**src/rtl/led_tone_scheduler.sv**
```systemverilog
// led_tone_scheduler: shares the four color LEDs and the tone generator
// between display playback (DISP), button echo (ECHO) and effects (FX).
// DISP and ECHO get an on slot followed by a dark gap and a one-cycle ack.
// FX plays four notes from a fixed ROM, then a dark gap and FX_DONE.
// After every ack/done there is one cooldown cycle in which no grant is
// made, so the requester can drop its REQ.
// All outputs are registered from the next state, so LED/TONE/BUSY show
// up in the cycle that follows the grant edge.
// Optional feature: define LED_SPEEDUP_EN to shorten the DISP on-time as
// LEVEL grows (floored at MIN_ON_TICKS). When it is undefined, LEVEL is
// ignored and the DISP on-time is always ON_TICKS.
module led_tone_scheduler #(
  parameter int TICK_DIV      = 1000,
  parameter int ON_TICKS      = 8,
  parameter int GAP_TICKS     = 4,
  parameter int FX_NOTE_TICKS = 6,
  parameter int MIN_ON_TICKS  = 2
) (
  input  logic       CLK,
  input  logic       RST,
  input  logic       DISP_REQ,
  input  logic [1:0] DISP_COLOR,
  output logic       DISP_ACK,
  input  logic       ECHO_REQ,
  input  logic [1:0] ECHO_COLOR,
  output logic       ECHO_ACK,
  input  logic       FX_REQ,
  input  logic [1:0] FX_SEL,
  output logic       FX_DONE,
  input  logic [4:0] LEVEL,
  output logic [3:0] LED,
  output logic       TONE_EN,
  output logic [2:0] TONE_SEL,
  output logic       BUSY
);

  // The phase counter has to hold the longest phase in ticks; MIN_ON_TICKS
  // is included because it can set the DISP on-time when speed-up is on.
  localparam int PH_MAX_A = (ON_TICKS > GAP_TICKS) ? ON_TICKS : GAP_TICKS;
  localparam int PH_MAX_B = (PH_MAX_A > FX_NOTE_TICKS) ? PH_MAX_A : FX_NOTE_TICKS;
  localparam int PH_MAX   = (PH_MAX_B > MIN_ON_TICKS) ? PH_MAX_B : MIN_ON_TICKS;
  localparam int PH_W     = (PH_MAX > 1) ? $clog2(PH_MAX) : 1;
  localparam int TICK_W   = (TICK_DIV > 1) ? $clog2(TICK_DIV) : 1;

  localparam logic [TICK_W-1:0] TICK_LAST    = TICK_W'(TICK_DIV - 1);
  localparam logic [PH_W-1:0]   ON_LAST      = PH_W'(ON_TICKS - 1);
  localparam logic [PH_W-1:0]   GAP_LAST     = PH_W'(GAP_TICKS - 1);
  localparam logic [PH_W-1:0]   NOTE_LAST    = PH_W'(FX_NOTE_TICKS - 1);

  localparam logic [2:0] S_IDLE    = 3'd0;
  localparam logic [2:0] S_ON      = 3'd1;
  localparam logic [2:0] S_GAP     = 3'd2;
  localparam logic [2:0] S_FX_NOTE = 3'd3;
  localparam logic [2:0] S_FX_GAP  = 3'd4;

  localparam logic OWN_DISP = 1'b0;
  localparam logic OWN_ECHO = 1'b1;

  localparam logic [1:0] FX_START = 2'd0;
  localparam logic [1:0] FX_WIN   = 2'd1;
  localparam logic [1:0] FX_LOSE  = 2'd2;
  localparam logic [1:0] FX_NONE  = 2'd3;

  // Effect note ROM: returns {led[3:0], tone_sel[2:0]} for a note.
  function automatic logic [6:0] fx_rom(input logic [1:0] sel, input logic [1:0] idx);
    logic [6:0] r;
    r = 7'd0;
    case (sel)
      FX_START: r = {4'b0001 << idx, 3'd4 + {1'b0, idx}};
      FX_WIN:   r = {4'b1111, idx[0] ? 3'd6 : 3'd4};
      FX_LOSE:  r = {4'b0000, 3'd7 - {1'b0, idx}};
      default:  r = 7'd0;
    endcase
    return r;
  endfunction

`ifdef LED_SPEEDUP_EN
  // DISP on-time in ticks minus one: ON_TICKS - LEVEL/4, saturated at
  // MIN_ON_TICKS. Done in signed 32-bit so a large LEVEL cannot wrap.
  function automatic logic [PH_W-1:0] disp_on_last(input logic [4:0] lvl);
    logic signed [31:0] t;
    t = ON_TICKS - $signed({27'd0, lvl >> 2});
    if (t < MIN_ON_TICKS) t = MIN_ON_TICKS;
    return PH_W'(t - 1);
  endfunction
`endif

  logic [2:0]        state_q, state_d;
  logic [TICK_W-1:0] tick_q, tick_d;
  logic [PH_W-1:0]   phase_q, phase_d;
  logic [1:0]        note_q, note_d;
  logic              owner_q, owner_d;
  logic [1:0]        color_q, color_d;
  logic [1:0]        fxsel_q, fxsel_d;
  logic              disp_ack_q, disp_ack_d;
  logic              echo_ack_q, echo_ack_d;
  logic              fx_done_q, fx_done_d;
  logic [3:0]        led_q, led_d;
  logic              tone_en_q, tone_en_d;
  logic [2:0]        tone_sel_q, tone_sel_d;
  logic              busy_q, busy_d;

  logic              tick_end;
  logic              cooldown;
  logic [PH_W-1:0]   on_last;
  logic [6:0]        rom_d;

`ifdef LED_SPEEDUP_EN
  logic [4:0]        level_q, level_d;
  assign on_last = (owner_q == OWN_DISP) ? disp_on_last(level_q) : ON_LAST;
`else
  logic              unused_level;
  assign unused_level = ^LEVEL;
  assign on_last      = ON_LAST;
`endif

  assign tick_end = (tick_q == TICK_LAST);
  assign cooldown = disp_ack_q | echo_ack_q | fx_done_q;

  // Next-state logic: arbitration, tick prescaler and phase sequencing.
  always_comb begin
    state_d    = state_q;
    tick_d     = tick_end ? '0 : tick_q + 1'b1;
    phase_d    = phase_q;
    note_d     = note_q;
    owner_d    = owner_q;
    color_d    = color_q;
    fxsel_d    = fxsel_q;
    disp_ack_d = 1'b0;
    echo_ack_d = 1'b0;
    fx_done_d  = 1'b0;
`ifdef LED_SPEEDUP_EN
    level_d    = level_q;
`endif
    case (state_q)
      S_IDLE: begin
        tick_d  = '0;
        phase_d = '0;
        note_d  = 2'd0;
        if (!cooldown) begin
          if (FX_REQ) begin
            fxsel_d = FX_SEL;
`ifdef LED_SPEEDUP_EN
            level_d = LEVEL;
`endif
            if (FX_SEL == FX_NONE) fx_done_d = 1'b1;
            else                   state_d   = S_FX_NOTE;
          end else if (ECHO_REQ) begin
            owner_d = OWN_ECHO;
            color_d = ECHO_COLOR;
            state_d = S_ON;
          end else if (DISP_REQ) begin
            owner_d = OWN_DISP;
            color_d = DISP_COLOR;
`ifdef LED_SPEEDUP_EN
            level_d = LEVEL;
`endif
            state_d = S_ON;
          end
        end
      end
      S_ON: begin
        if (tick_end) begin
          if (phase_q == on_last) begin
            state_d = S_GAP;
            phase_d = '0;
          end else begin
            phase_d = phase_q + 1'b1;
          end
        end
      end
      S_GAP: begin
        if (tick_end) begin
          if (phase_q == GAP_LAST) begin
            state_d = S_IDLE;
            phase_d = '0;
            if (owner_q == OWN_ECHO) echo_ack_d = 1'b1;
            else                     disp_ack_d = 1'b1;
          end else begin
            phase_d = phase_q + 1'b1;
          end
        end
      end
      S_FX_NOTE: begin
        if (tick_end) begin
          if (phase_q == NOTE_LAST) begin
            phase_d = '0;
            if (note_q == 2'd3) state_d = S_FX_GAP;
            else                note_d  = note_q + 2'd1;
          end else begin
            phase_d = phase_q + 1'b1;
          end
        end
      end
      S_FX_GAP: begin
        if (tick_end) begin
          if (phase_q == GAP_LAST) begin
            state_d   = S_IDLE;
            phase_d   = '0;
            fx_done_d = 1'b1;
          end else begin
            phase_d = phase_q + 1'b1;
          end
        end
      end
      default: begin
        state_d = S_IDLE;
        tick_d  = '0;
        phase_d = '0;
      end
    endcase
  end

  // Output decode from the next state so the pins are registered.
  always_comb begin
    led_d      = 4'b0000;
    tone_en_d  = 1'b0;
    tone_sel_d = 3'd0;
    rom_d      = fx_rom(fxsel_d, note_d);
    case (state_d)
      S_ON: begin
        led_d      = 4'b0001 << color_d;
        tone_en_d  = 1'b1;
        tone_sel_d = {1'b0, color_d};
      end
      S_FX_NOTE: begin
        led_d      = rom_d[6:3];
        tone_en_d  = 1'b1;
        tone_sel_d = rom_d[2:0];
      end
      default: begin
        led_d      = 4'b0000;
        tone_en_d  = 1'b0;
        tone_sel_d = 3'd0;
      end
    endcase
    busy_d = (state_d != S_IDLE);
  end

  // Control state, counters and output registers, cleared by RST.
  always_ff @(posedge CLK) begin
    if (RST) begin
      state_q    <= S_IDLE;
      tick_q     <= '0;
      phase_q    <= '0;
      note_q     <= 2'd0;
      owner_q    <= OWN_DISP;
      disp_ack_q <= 1'b0;
      echo_ack_q <= 1'b0;
      fx_done_q  <= 1'b0;
      led_q      <= 4'b0000;
      tone_en_q  <= 1'b0;
      tone_sel_q <= 3'd0;
      busy_q     <= 1'b0;
    end else begin
      state_q    <= state_d;
      tick_q     <= tick_d;
      phase_q    <= phase_d;
      note_q     <= note_d;
      owner_q    <= owner_d;
      disp_ack_q <= disp_ack_d;
      echo_ack_q <= echo_ack_d;
      fx_done_q  <= fx_done_d;
      led_q      <= led_d;
      tone_en_q  <= tone_en_d;
      tone_sel_q <= tone_sel_d;
      busy_q     <= busy_d;
    end
  end

  // Latched request payload; only meaningful while a slot is active.
  always_ff @(posedge CLK) begin
    color_q <= color_d;
    fxsel_q <= fxsel_d;
`ifdef LED_SPEEDUP_EN
    level_q <= level_d;
`endif
  end

  assign LED      = led_q;
  assign TONE_EN  = tone_en_q;
  assign TONE_SEL = tone_sel_q;
  assign BUSY     = busy_q;
  assign DISP_ACK = disp_ack_q;
  assign ECHO_ACK = echo_ack_q;
  assign FX_DONE  = fx_done_q;

endmodule

```
**config.mk**
```make
export PLATFORM = sky130hd
export DESIGN_NAME = led_tone_scheduler
export DESIGN_NICKNAME = d
export VERILOG_FILES = /design/src/rtl/led_tone_scheduler.sv
export SDC_FILE = /design/constraint.sdc
export NUM_CORES = 1
export LEC_CHECK = 0
export ABC_AREA = 1
export CAP_MARGIN = 15
export CORE_ASPECT_RATIO = 0.75
export CORE_UTILIZATION = 30
export DETAILED_ROUTE_END_ITERATION = 10
export PLACE_DENSITY = 0.51
export SLEW_MARGIN = 20
export SYNTH_ARGS = -nofsm -noshare
export SYNTH_HDL_FRONTEND = slang
export SYNTH_SLANG_ARGS = --single-unit
```
**constraint.sdc**
```tcl
create_clock -name CLK -period 1.6 [get_ports CLK]
set_clock_uncertainty 0.05 [all_clocks]
set_input_delay 0.16 -clock CLK [delete_from_list [all_inputs] [get_ports CLK]]
set_output_delay 0.16 -clock CLK [all_outputs]
set_load 0.02 [all_outputs]
```
==> key figures, run 1 <==
Finish
  – Filler instances: 557
  – Multi-input gate area: 1334 um^2
  – Reg area: 716.9 um^2
  – Share of cells above drive strength 1: 0.4158
  – Nets: 402
  – Antenna diode count: 0
  – Post-layout util: 0.5278
  – Area Growth Syn to Fin: 64.26%

Placed design
  – RePlAce Congestion: 0.8030
  – Port Buffers: 22
  – DP HPWL: 4.046 mm
  – Dpl ws: -0.2385 ns

Clocking
  – # clock sinks: 35
  – Longest Clk Path Bufs: 2
  – Root Driver: clkbuf_8
  – Htree depth: 2
  – CTS tree: built
  – Clk_lat worst skew: 0.30 ns
  – Post-CTS Hold Buffers: 0
  – Clk slew on worst S/H paths: 0.08 ns
  – CTS buffer count: 5

Power and ir drop
  – Seq pwr share: 0.342
  – Sw power: 1.066 mW
  – PwrDens: 948.7 nW/um^2
  – Pint: 1.957 mW
  – Clock Power Share: 0.279
  – Leakage: 1.405 nW
  – Sw Share: 0.3526
  – Worst IR Drop VDD: 0.5056 mV
  – Logic gate share of total power: 0.379
  – Total power: 3.022 mW

Timing
  – Slew HR: 0.7859
  – Worst-margin pin slew: 0.3188 ns
  – Final setup viols: 15
  – Final min period: 1.719 ns
  – RSZ-0062 raised after global routing: yes
  – Max Slew Vio Count: 0
  – Endpoints failing hold: 0
  – Final WS setup: -0.1193 ns
  – Fmax: 581.6 MHz
  – Period Utilization, post-route: 1.075

Drt
  – DRT iter0 DRCs: 67
  – First-pass DRT Iterations: 4
  – # DRC: 0
  – Final ANT Viol Nets: 0
  – DR vias: 2076
  – Routed len/inst: 12.36 um
  – Final wirelength: 5.663 mm
  – DR vias/cell: 4.533

Worst setup path
  – Reg2reg path depth: 9
  – Slowest cell on crit path: dfxtp_2
  – WS Path Type: flip-flop to flip-flop
  – Required time of the critical path: 1.79 ns
  – Max incr delay on CP: 0.36 ns
  – Crit. Startpoint: tick_q[0]$_SDFF_PP0_
  – Worst path cell trace: ha_4 -> nand2_4 -> nor2_4 -> nand3_4 -> nor2_4 -> a21oi_4 -> nor2_4 -> nand4_1 -> a21oi_2
  – CP max FO: 8
  – Reg2reg end: LED[2]$_SDFF_PP0_
  – Reg2Reg Setup Slack: -0.12 ns
  – CP Launch Type: flip-flop
  – Arrival @ worst endpoint: 1.91 ns
  – Setup crit end kind: flip-flop
  – Worst path depth: 9
  – WP buf/inv: 0
  – Critical path's most frequent cell: nor2_4
  – Worst R2R Start: tick_q[0]$_SDFF_PP0_
  – Top Family by Delay on Critical Path: simple AND/OR/NAND/NOR gates
  – Setup crit end: LED[2]$_SDFF_PP0_

GRT
  – First-pass GRT wire length: 9.004 mm
  – All-Layer GR Usage: 0.1748
  – Largest net degree at the start of global routing: 19
  – Number of global-route vias before repair: 1913
  – Grt ovf: 0
  – Antenna violations before repair: 0

Hold path
  – Hold Crit Start: owner_q$_SDFFE_PP0P_
  – Cell count of the worst hold path: 1
  – Worst hold path class: flip-flop to flip-flop

Floorplan
  – Die area: 6793 um^2
  – Die W: 94.84 um
  – Ports: 28
  – Initial Util: 0.3213
  – Die span in y: 71.63 um
  – Core area: 6036 um^2
  – FP Rows: 24

Yosys
  – Seq cells post-synth: 35
  – Synthesized instance count: 288
  – Post-synth design cell area: 1939 um^2
  – Syn nets: 311
  – Register area share after synthesis: 0.3613
  – Synth cell types: 32
  – Avg Synthesized Cell Area: 6.734 um^2
  – Synthesis Warnings: 0
  – Synth top area share: 0.3613
  – Synth area leaders: dfxtp_1, nand2_1, nor2_1, inv_1, nand3_1
  – Largest area contributor in the netlist: dfxtp_1

Run status
  – Violated checks: negative setup slack
  – Status: complete, but fails checks

Run
  – MaxCap Viol Count: 0
-- repair_timing --
item                       4_1_cts  5_1_grt
cloned                           0        1
setup endpoints to repair       25       28
gates resized for setup         37       39
pin swaps                       24        9
setup buffers                    4        3
-- worst min path at each step --
| stage | endpoint | slack [ns] |
|---|---|---|
| after CTS | ECHO_ACK$_SDFF_PP0_ | 0.41 |
| after detailed placement | DISP_ACK$_SDFF_PP0_ | 0.39 |
| final | DISP_ACK$_SDFF_PP0_ | 0.39 |
| after global routing | DISP_ACK$_SDFF_PP0_ | 0.41 |
| after global placement | DISP_ACK$_SDFF_PP0_ | 0.39 |
| after floorplan | owner_q$_SDFFE_PP0P_ | 0.26 |
-- metrics by stage --
step / hold slack, ns / cells / TNS (ns) / instance area [um^2]
after floorplan: 0.2573 / 288 / 0 / 1984
after global placement: 0.3860 / 442 / -2.101 / 2730
after detailed placement: 0.3912 / 442 / -2.159 / 2730
after CTS: 0.4086 / 454 / -0.4612 / 2999
after global routing: 0.4056 / 458 / -2.878 / 3186
final: 0.3895 / 458 / -0.7609 / 3186
-- registers in the layout (all words and copies together), names as in the netlist --
name      cells
ECHO_ACK      1
BUSY          1
LED           4
TONE_EN       1
TONE_SEL      3
FX_DONE       1
owner_q       1
phase_q       3
tick_q       10
note_q        2
color_q       2
fxsel_q       2
DISP_ACK      1
state_q       3
-- layer usage --
metal | routed length, um | part of all wire | track usage
met4 | 68 | 0.012 | 0.06061
met2 | 2326 | 0.41 | 0.2382
met1 | 3080 | 0.54 | 0.2657
met5 | 0 | 0 | 0
met3 | 188 | 0.033 | 0.03928
-- cells in the final DEF, fill, tap and decap left out, types with 3 or more instances in the layout --
master           count
clkbuf_8             5
buf_6                4
dfxtp_1             26
dfxtp_2              7
nor2_1              28
nand3_2              5
o21ai_2              4
nand3_1             14
nand2_1             61
ha_4                 3
buf_4               59
clkdlybuf4s50_1     21
nand2_2              9
nor3_2               5
nor2_4              12
a21oi_1             12
nor2_2               6
nand2_4              3
inv_2               13
nand4_1             11
ha_1                 3
inv_1               31
a21oi_2              4
-- synthesized netlist by cell type --
cell type	instances
a211oi_1	1
a21oi_1	16
a21oi_4	1
and3_1	1
buf_1	1
buf_2	1
clkbuf_1	1
dfxtp_1	35
ha_1	7
inv_1	37
inv_2	7
nand2_1	71
nand2_2	2
nand3_1	21
nand3b_1	1
nand4_1	11
nor2_1	39
nor2_2	4
nor2_4	3
nor3_1	6
nor3_2	1
nor3_4	1
nor3b_2	2
o21a_1	2
o21ai_0	3
o21ai_1	4
o21ai_2	1
o21bai_1	2
o221ai_1	1
o22ai_1	2
or2_2	2
xor2_1	1
-- worst reg2reg max path: stages, from the launching register on --
cell and delay (ns):
dfxtp_2 0.36, ha_4 0.15, nand2_4 0.07, nor2_4 0.14, nand3_4 0.12, nor2_4 0.13, a21oi_4 0.09, nor2_4 0.24
nand4_1 0.18, a21oi_2 0.14
-- final cells by class --
class / instances / area share
Multi-Input combinational cell: 206 / 0.4187
Timing Repair Buffer: 87 / 0.2372
Sequential cell: 35 / 0.2251
Inverter: 44 / 0.05185
Tap cell: 78 / 0.03064
Clock buffer: 5 / 0.02160
Clock inverter: 3 / 0.01493
-- power by group through the flow --
stage                     logic [mW]  registers (mW)  clock network, mW
after CTS                       1.06            1.03              0.867
after global routing            1.26            1.05              0.901
after floorplan                0.518            1.11                  0
final                           1.15            1.03              0.842
after global placement          1.02            1.05                  0
after detailed placement        1.02            1.05                  0
-- cells by family after synthesis --
| logic type | Yosys count | synth area share |
|---|---|---|
| AOI/OAI and AO/OA | 33 | 0.1026 |
| adders and majority gates | 7 | 0.04516 |
| xor gates and xnor gates | 1 | 0.004517 |
| buffers and inverters | 47 | 0.09161 |
| and+or+nand+nor | 165 | 0.3948 |
| DFF | 35 | 0.3613 |
No activity file was read; power rests on OpenSTA's default activity.
==> inputs of run 2 (changes only) <==
Settings changed: HOLD_SLACK_MARGIN set to 0.08.
==> results of run 2 <==
Same layout as run 1: the final DEF is identical, and so are final timing and power.
==> inputs of run 3 (changes only) <==
Settings changed: REMOVE_ABC_BUFFERS set to 1, SETUP_SLACK_MARGIN set to 0.5.
==> run 3 against run 2 <==
Net effect: flip-flop and latch count stayed put; sequential share of layout area is 1.4 points lower; combinational power is 15% higher; die area stayed put; maximum frequency is 2.2% higher; largest cell class unchanged; global-route usage is 1.2 points higher; the flow still finishes with violations (negative setup slack); routed wire length is 6.9% higher; count of clock-buffer cells in the layout is 1 higher; final cell count is 2.8% higher; largest power group unchanged.
==> key figures, run 3 (same netlist as run 1, synthesis figures left out) <==
Run status
  – Status: complete, but fails checks
  – Violated checks: negative setup slack

Drt
  – DR vias/cell: 4.686
  – First-pass DRT Iterations: 4
  – # DRC: 0
  – Final ANT Viol Nets: 0
  – DR vias: 2207
  – Final wirelength: 6.051 mm
  – DRT iter0 DRCs: 122
  – Routed len/inst: 12.85 um

Power and ir drop
  – Seq pwr share: 0.324
  – Worst IR Drop VDD: 0.4539 mV
  – Sw power: 1.139 mW
  – PwrDens: 934.9 nW/um^2
  – Leakage: 1.512 nW
  – Logic gate share of total power: 0.411
  – Clock Power Share: 0.265
  – Sw Share: 0.3550
  – Pint: 2.070 mW

Worst setup path
  – Arrival @ worst endpoint: 1.85 ns
  – Worst path cell trace: buf_12 -> nor3_4 -> inv_4 -> a21oi_4 -> nor2_4 -> nor2_4 -> nand2_1 -> a21oi_1
  – WP buf/inv: 2
  – Reg2Reg Setup Slack: -0.08 ns
  – Worst R2R Start: state_q[2]$_SDFF_PP0_
  – CP max FO: 8
  – Critical path's most frequent cell: nor2_4
  – Setup crit end kind: flip-flop
  – Required time of the critical path: 1.77 ns
  – Reg2reg path depth: 8
  – CP Launch Type: flip-flop
  – Slowest cell on crit path: dfxtp_2
  – WS Path Type: flip-flop to flip-flop
  – Reg2reg end: LED[0]$_SDFF_PP0_
  – Top Family by Delay on Critical Path: simple AND/OR/NAND/NOR gates
  – Max incr delay on CP: 0.34 ns

Finish
  – Filler instances: 547
  – Largest reg by FF count: tick_q
  – Most common cell after layout, fill and taps aside: buf_4
  – Most frequent cells in the layout: buf_4, nand2_1, inv_1
  – Reg area: 724.4 um^2
  – Max FFs per register: 10
  – Share of cells above drive strength 1: 0.5445
  – Nets: 415
  – Area Growth Syn to Fin: 76.97%
  – Antenna diode count: 0
  – Multi-input gate area: 1481 um^2

Clocking
  – CTS tree: built
  – Clk slew on worst S/H paths: 0.08 ns
  – Clk_lat worst skew: 0.29 ns
  – # clock sinks: 35
  – Post-CTS Hold Buffers: 0
  – Longest Clk Path Bufs: 2
  – CTS buffer count: 5
  – Root Driver: clkbuf_8
  – Htree depth: 2

Timing
  – Endpoints failing hold: 0
  – Fmax: 594.7 MHz
  – Final min period: 1.682 ns
  – Final WS setup: -0.08166 ns
  – Period Utilization, post-route: 1.051
  – Final setup viols: 16
  – RSZ-0062 raised after global routing: yes
  – Max Slew Vio Count: 0
  – Slew HR: 0.7814
  – Setup TNS: -0.7062 ns
  – Worst-margin pin slew: 0.3279 ns

GRT
  – Antenna violations before repair: 0
  – All-Layer GR Usage: 0.1863
  – Largest net degree at the start of global routing: 19
  – First-pass GRT wire length: 9.735 mm
  – Number of global-route vias before repair: 2052
  – Grt ovf: 0

Floorplan
  – FP Rows: 24
  – Initial Util: 0.3213
  – Die W: 94.84 um
  – Ports: 28
  – Die area: 6793 um^2
  – Core area: 6036 um^2
  – Die span in y: 71.63 um

Placed design
  – Dpl ws: -0.2337 ns
  – DP HPWL: 4.110 mm
  – RePlAce Congestion: 0.8644
  – Port Buffers: 22

Run
  – MaxCap Viol Count: 0

Hold path
  – Hold EP: ECHO_ACK$_SDFF_PP0_
  – Hold Crit Start: owner_q$_SDFFE_PP0P_
  – Worst hold path class: flip-flop to flip-flop
  – Cell count of the worst hold path: 2
[run 3: per-stage QoR]
stage	power, mW	hold WS, ns	util	cells	cell area (um^2)
global route	3.402	0.4600	0.5686	471	3432
global placement	2.051	0.3782	0.4473	444	2700
finish	3.209	0.4083	0.5686	471	3432
floorplan	1.605	0.1791	-	285	1927
detailed placement	2.051	0.3879	0.4473	444	2700
CTS	3.134	0.4109	0.5425	465	3274
[run 3: how the worst max path moves through the flow]
| stage | start | endpoint | slack [ns] | cells after the start |
|---|---|---|---|---|
| 4_1_cts | tick_q[1]$_SDFF_PP0_ | BUSY$_SDFF_PP0_ | -0.07 | 10 |
| 2_1_floorplan | tick_q[0]$_SDFF_PP0_ | LED[2]$_SDFF_PP0_ | -0.05 | 10 |
| 3_5_place_dp | FX_REQ | TONE_SEL[1]$_SDFF_PP0_ | -0.23 | 11 |
| 5_1_grt | tick_q[1]$_SDFF_PP0_ | LED[2]$_SDFF_PP0_ | -0.20 | 12 |
| 6_report | state_q[2]$_SDFF_PP0_ | LED[0]$_SDFF_PP0_ | -0.08 | 8 |
| 3_3_place_gp | FX_REQ | LED[2]$_SDFF_PP0_ | -0.21 | 11 |
[run 3: power by group through the flow]
stage | logic (mW) | registers, mW | clock network [mW]
after floorplan | 0.498 | 1.11 | 0
after global placement | 1.00 | 1.05 | 0
after detailed placement | 1.00 | 1.05 | 0
after CTS | 1.22 | 1.04 | 0.872
after global routing | 1.43 | 1.05 | 0.921
final | 1.32 | 1.04 | 0.852
[run 3: layout make-up]
| class | count | share of cell area |
|---|---|---|
| well taps | 78 | 0.02844 |
| repair buffers | 100 | 0.2435 |
| clock buffers | 6 | 0.02406 |
| inverters | 44 | 0.05104 |
| clock inverters | 2 | 0.01021 |
| flip-flops and latches | 35 | 0.2111 |
| multi-input cells | 206 | 0.4316 |
[run 3: worst reg2reg max path, cell delays in order, from the launching register on]
cell and delay (ns):
dfxtp_2 0.34, buf_12 0.13, nor3_4 0.31, inv_4 0.11, a21oi_4 0.19, nor2_4 0.10
nor2_4 0.18, nand2_1 0.07, a21oi_1 0.13
[run 3: routing by layer]
layer | vias up | wire length, um | global-route usage
li1 | 1136 | - | -
met1 | 1007 | 3000 | 0.2873
met2 | 59 | 2578 | 0.2598
met3 | 5 | 426 | 0.03928
met4 | 0 | 44 | 0.04545
met5 | - | 0 | 0
[run 3: repair_timing]
item | 4_1_cts | 5_1_grt
cloned | 1 | 0
resized for setup | 146 | 50
buffers inserted | 12 | 6
endpoints found under the setup margin | 47 | 43
pin swaps | 31 | 25
hold endpoints to repair | 0 | 0
